### src/rtl/pow8_acc.sv
// pow8_acc: sums NUM_BEATS consecutive unsigned results (or fewer on flush)
// into one ACC_W-bit total and offers it with its beat count on a registered
// valid/ready master port.
// Optional feature macro: ACC_SAT_EN (saturating accumulator with sticky m_ovf).
// Without it the accumulator wraps modulo 2^ACC_W and m_ovf is tied to 0.
module pow8_acc #(
  parameter int DATA_W    = 64,
  parameter int NUM_BEATS = 4,
  parameter int ACC_W     = 72
) (
  input  logic              clk,
  input  logic              rst,
  input  logic              s_valid,
  output logic              s_ready,
  input  logic [DATA_W-1:0] s_data,
  input  logic              flush,
  output logic              m_valid,
  input  logic              m_ready,
  output logic [ACC_W-1:0]  m_data,
  output logic [7:0]        m_cnt,
  output logic              m_ovf
);

  typedef enum logic {ST_ACC, ST_OUT} state_t;

  // Stage 0: running accumulation
  state_t           state_p0;
  logic [ACC_W-1:0] acc_p0;
  logic [7:0]       cnt_p0;

  // Stage 1: completed sum held on the master port
  logic             vld_p1;
  logic [ACC_W-1:0] data_p1;
  logic [7:0]       cnt_p1;

  logic             in_xfer;
  logic             out_xfer;
  logic [ACC_W-1:0] sum_nx;
  logic [7:0]       cnt_nx;
  logic             close_sum;

`ifdef ACC_SAT_EN
  logic ovf_p0;
  logic ovf_p1;
  logic ovf_nx;

  // Add with clamp: once a carry leaves the top bit, the sum pins at all ones
  // and the sticky flag keeps it pinned for the rest of the sum.
  function automatic logic [ACC_W:0] sat_add(input logic [ACC_W-1:0]  a,
                                             input logic              ovf_in,
                                             input logic [DATA_W-1:0] d);
    logic [ACC_W:0] raw;
    raw = {1'b0, a} + (ACC_W+1)'(d);
    if (raw[ACC_W] || ovf_in) begin
      return {1'b1, {ACC_W{1'b1}}};
    end
    return {1'b0, raw[ACC_W-1:0]};
  endfunction
`else
  // Plain modulo-2^ACC_W add.
  function automatic logic [ACC_W-1:0] wrap_add(input logic [ACC_W-1:0]  a,
                                                input logic [DATA_W-1:0] d);
    return a + ACC_W'(d);
  endfunction
`endif

  // While accumulating, the input is always open; while a sum is pending the
  // input follows m_ready so a new beat can enter as the sum leaves.
  assign s_ready  = (state_p0 == ST_ACC) || m_ready;
  assign in_xfer  = s_valid && s_ready;
  assign out_xfer = vld_p1 && m_ready;

  // Post-edge view of the accumulator and the decision to close the sum.
  always_comb begin
`ifdef ACC_SAT_EN
    {ovf_nx, sum_nx} = in_xfer ? sat_add(acc_p0, ovf_p0, s_data) : {ovf_p0, acc_p0};
`else
    sum_nx = in_xfer ? wrap_add(acc_p0, s_data) : acc_p0;
`endif
    cnt_nx    = cnt_p0 + 8'(in_xfer);
    close_sum = (state_p0 == ST_ACC) &&
                ((in_xfer && (cnt_nx == 8'(NUM_BEATS))) || (flush && (cnt_nx != 8'd0)));
  end

  // Accumulate beats, hand the closed sum to the output register, and reload
  // when the pending sum is accepted.
  always_ff @(posedge clk) begin
    if (rst) begin
      state_p0 <= ST_ACC;
      acc_p0   <= '0;
      cnt_p0   <= '0;
      vld_p1   <= 1'b0;
      data_p1  <= '0;
      cnt_p1   <= '0;
`ifdef ACC_SAT_EN
      ovf_p0   <= 1'b0;
      ovf_p1   <= 1'b0;
`endif
    end else begin
      case (state_p0)
        ST_ACC: begin
          if (close_sum) begin
            state_p0 <= ST_OUT;
            vld_p1   <= 1'b1;
            data_p1  <= sum_nx;
            cnt_p1   <= cnt_nx;
            acc_p0   <= '0;
            cnt_p0   <= '0;
`ifdef ACC_SAT_EN
            ovf_p1   <= ovf_nx;
            ovf_p0   <= 1'b0;
`endif
          end else begin
            acc_p0   <= sum_nx;
            cnt_p0   <= cnt_nx;
`ifdef ACC_SAT_EN
            ovf_p0   <= ovf_nx;
`endif
          end
        end
        ST_OUT: begin
          if (out_xfer) begin
            if (in_xfer && (NUM_BEATS == 1)) begin
              // Single-beat sums go straight back out: no bubble.
              data_p1 <= ACC_W'(s_data);
              cnt_p1  <= 8'd1;
`ifdef ACC_SAT_EN
              ovf_p1  <= 1'b0;
`endif
            end else begin
              state_p0 <= ST_ACC;
              vld_p1   <= 1'b0;
              if (in_xfer) begin
                acc_p0 <= ACC_W'(s_data);
                cnt_p0 <= 8'd1;
              end
            end
          end
        end
        default: state_p0 <= ST_ACC;
      endcase
    end
  end

  assign m_valid = vld_p1;
  assign m_data  = data_p1;
  assign m_cnt   = cnt_p1;
`ifdef ACC_SAT_EN
  assign m_ovf   = ovf_p1;
`else
  assign m_ovf   = 1'b0;
`endif

endmodule

### config.mk
export PLATFORM = sky130hd
export DESIGN_NAME = pow8_acc
export DESIGN_NICKNAME = d
export VERILOG_FILES = /design/src/rtl/pow8_acc.sv
export SDC_FILE = /design/constraint.sdc
export NUM_CORES = 1
export LEC_CHECK = 0
export ABC_AREA = 1
export BUFFER_PORTS_ARGS = -buffer_cell sky130_fd_sc_hd__buf_2
export CAP_MARGIN = 10
export CORE_MARGIN = 4
export CORE_UTILIZATION = 35
export CTS_BUF_LIST = sky130_fd_sc_hd__clkbuf_4 sky130_fd_sc_hd__clkbuf_8
export DETAILED_ROUTE_END_ITERATION = 10
export HOLD_SLACK_MARGIN = 0.05
export MAX_ROUTING_LAYER = met4
export PLACE_DENSITY_LB_ADDON = 0.25
export SYNTH_ARGS = -nofsm -noshare
export SYNTH_HDL_FRONTEND = slang
export SYNTH_SLANG_ARGS = --single-unit
### constraint.sdc
create_clock -name clk -period 7.95 [get_ports clk]
set_clock_uncertainty 0.15 [all_clocks]
set_input_delay 0.3975 -clock clk [delete_from_list [all_inputs] [get_ports clk]]
set_output_delay 0.3975 -clock clk [all_outputs]
set_load 0.01 [all_outputs]
==> metrics <==
antenna cells 0; compound-cell area share of the yosys netlist 16.4%; Slew @ Worst Pin 1020 ps; synth cell count leaders nand2_1 (837), inv_1 (390), nor2_1 (206); Max Cap Viol 0; mean routed wirelength per cell 17.6 µm; root buf cell clkbuf_8; Post-Synth Adder-Cell Area 6.29%; flops & latches, synth 162; synth unique cells 36; largest family of logic cells by synthesized area simple AND/OR/NAND/NOR gates; final setup fails 0; Sum Neg Setup Slack 0 ps; CP startpoint kind input port; mux share of post-synthesis cell area 0%; nets ~2700; Post-Place Setup Slack ~3200 ps; first-pass GRT wire length 82.7 mm; Final GP Congestion 0.975; Vias per Instance 4.92; post-synth top area cell dfxtp_1; top post-synthesis cells by area dfxtp_1 (24%), nand2_1 (23%), inv_1 (11%); Sink Count 162; placed cell count 3002; Skew-Pair Late Insertion Delay between 500 and 600 ps; Cells after Synth 2408; TritonCTS Buffers 17; Final min period 4740 ps; vias 15060; starting DRC count in detailed routing 1134; Hold Crit Class input port to register; Clock Pin Slew Worst Setup and Hold Paths 110 ps; largest net degree at the start of global routing 69; DP HPWL 42.2 mm; LEAKAGE 8.13 nW; period utilization 59.6%; htree depth 4; EDFF count, synth 0; Die Width 204 µm; vias in the first global route 14172; First-pass DRT Iterations 6; TritonCTS clock tree yes; XOR/XNOR share of the synthesized area between 1.5 and 2%; share of the synthesized area in the top cell type ~24%; I/O pin cnt 152; Final Hold Violating Endpoints 0; critical path required time 8260 ps; DRC viols 0; final worst slack 3210 ps; RSZ-0062 raised after global routing no; simple-gate area share of the yosys netlist 37.6%; gr ovfl total 0; Crit Path Max Fanout 61; Die Y 204 µm; Net Count, Synth about 2500; Core ar. approximately 0.038 mm²; Cell Count, Final, Fillers Out between 3000 and 4000; Worst IR Drop VDD 117 µV; IO buf count 150; post-CTS sizing 0; yosys warns 0; final WL between 50 and 60 mm; Setup crit end kind register; Post-Syn Area 0.0134 mm²; top_reg_cell synth dfxtp_1; top-count cell post-synth nand2_1; Fmax 211 MHz; gr usage total a little over a quarter; Crit Path Class input port to register; Slew Limit Fails 0; die area roughly 0.042 mm²; WP data arrival 5050 ps; power density cells 222 mW/mm²; Async SR Flop Fraction 0%; sequential element share of the synthesized area 24.1%; mean post-synth cell area 5.58 µm²; initial antenna violation count 1; FP Rows 71; layout cells sized above 1 10.2%; Detail Route Antenna Nets 0; Initial Util 35.6%; relative slew slack roughly a third; Clock Tree Buf Depth 2; run status complete, no violations; area grow syn2layout 13.0%
## where the power goes
group / internal (mW) / total, mW / switching [mW]
Combinational: 0.531 / 1.69 / 1.16
Clock: 0.266 / 0.649 / 0.383
Sequential: 0.948 / 1.04 / 0.0867
Total: 1.74 / 3.38 / 1.63
## kinds of logic (layout without fill, tap and decap cells)
family	count (synthesis)	after routing
compound gates	426	426
xor+xnor	24	24
fa+ha+maj	67	67
buf+inv	475	614
flops	162	162
other cells	1	1
simple gates	1253	1253
## layout by cell type, fill, tap and decap left out, drive strengths merged, types with 43 or more instances in the layout
cell type / Yosys / final
nand2: 840 / 840
inv: 394 / 400
nor2: 208 / 208
o21ai: 205 / 205
a21oi: 204 / 204
buf: 31 / 163
dfxtp: 162 / 162
nand3: 132 / 132
ha: 66 / 66
or2: 43 / 43
## final cells by class
type                    count  area, µm²
fillers                  4312      22600
multi-input cells        1771       8340
flip-flops and latches    162       3240
inverters                 395       1480
repair buffers            187       1090
well taps                 511        639
clock buffers              18        248
clock inverters            14        146
## per-layer routing
layer / share of wire (%) / GRT usage [%]
met1: 51 / 38.3
met2: 41 / 37.7
met3: 6.6 / 5.47
met4: 1.6 / 5.10
met5: 0 / -
## repair_timing
item | CTS | global route
endpoints found under the hold margin | 24 | 0
buffers inserted | 0 | 0
hold buffers | 24 | 0
## worst paths after layout
check / start / endpoint / slack (ps) / cells past startpoint
worst min register to register: m_data[26] / m_data[26] / 320 / 2
worst min-delay path: s_data[15] / acc_p0[15] / 80 / 3
worst max register to register: state_p0 / acc_p0[40] / 3400 / 20
worst max-delay path: m_ready / acc_p0[40] / 3210 / 21
## metrics by stage
stage | util (%) | cell area [µm²] | hold WS (ps) | total power [mW]
finish | 40.2 | 15200 | 76.2 | 3.38
global route | 40.2 | 15200 | 81.4 | 3.64
CTS | 40.2 | 15200 | 51.2 | 3.38
detailed placement | 38.6 | 14600 | 306 | 2.71
global placement | 38.6 | 14600 | 303 | 2.69
floorplan | - | 13400 | 308 | 2.16
## worst max-delay path: stages
cell and delay (ps):
dlygate4sd3_1 540, buf_2 140, or2_1 250, nand2_2 70, buf_4 550, inv_2 70, ha_1 220, ha_1 200
nand2_1 80, inv_2 50, nand2_1 60, xor2_1 210, nand2_1 80, nor3_1 220, nand2_1 80, nand2_1 80
nand2_2 80, nor2_4 690, buf_4 560, nand3_1 140, a21oi_1 150
## flip-flops by register name, indices dropped and copies added, names as in the netlist
signal	flops
acc_p0	72
m_data	72
cnt_p0	8
m_cnt	8
m_valid	1
state_p0	1
No activity file was read; power rests on OpenSTA's default activity.
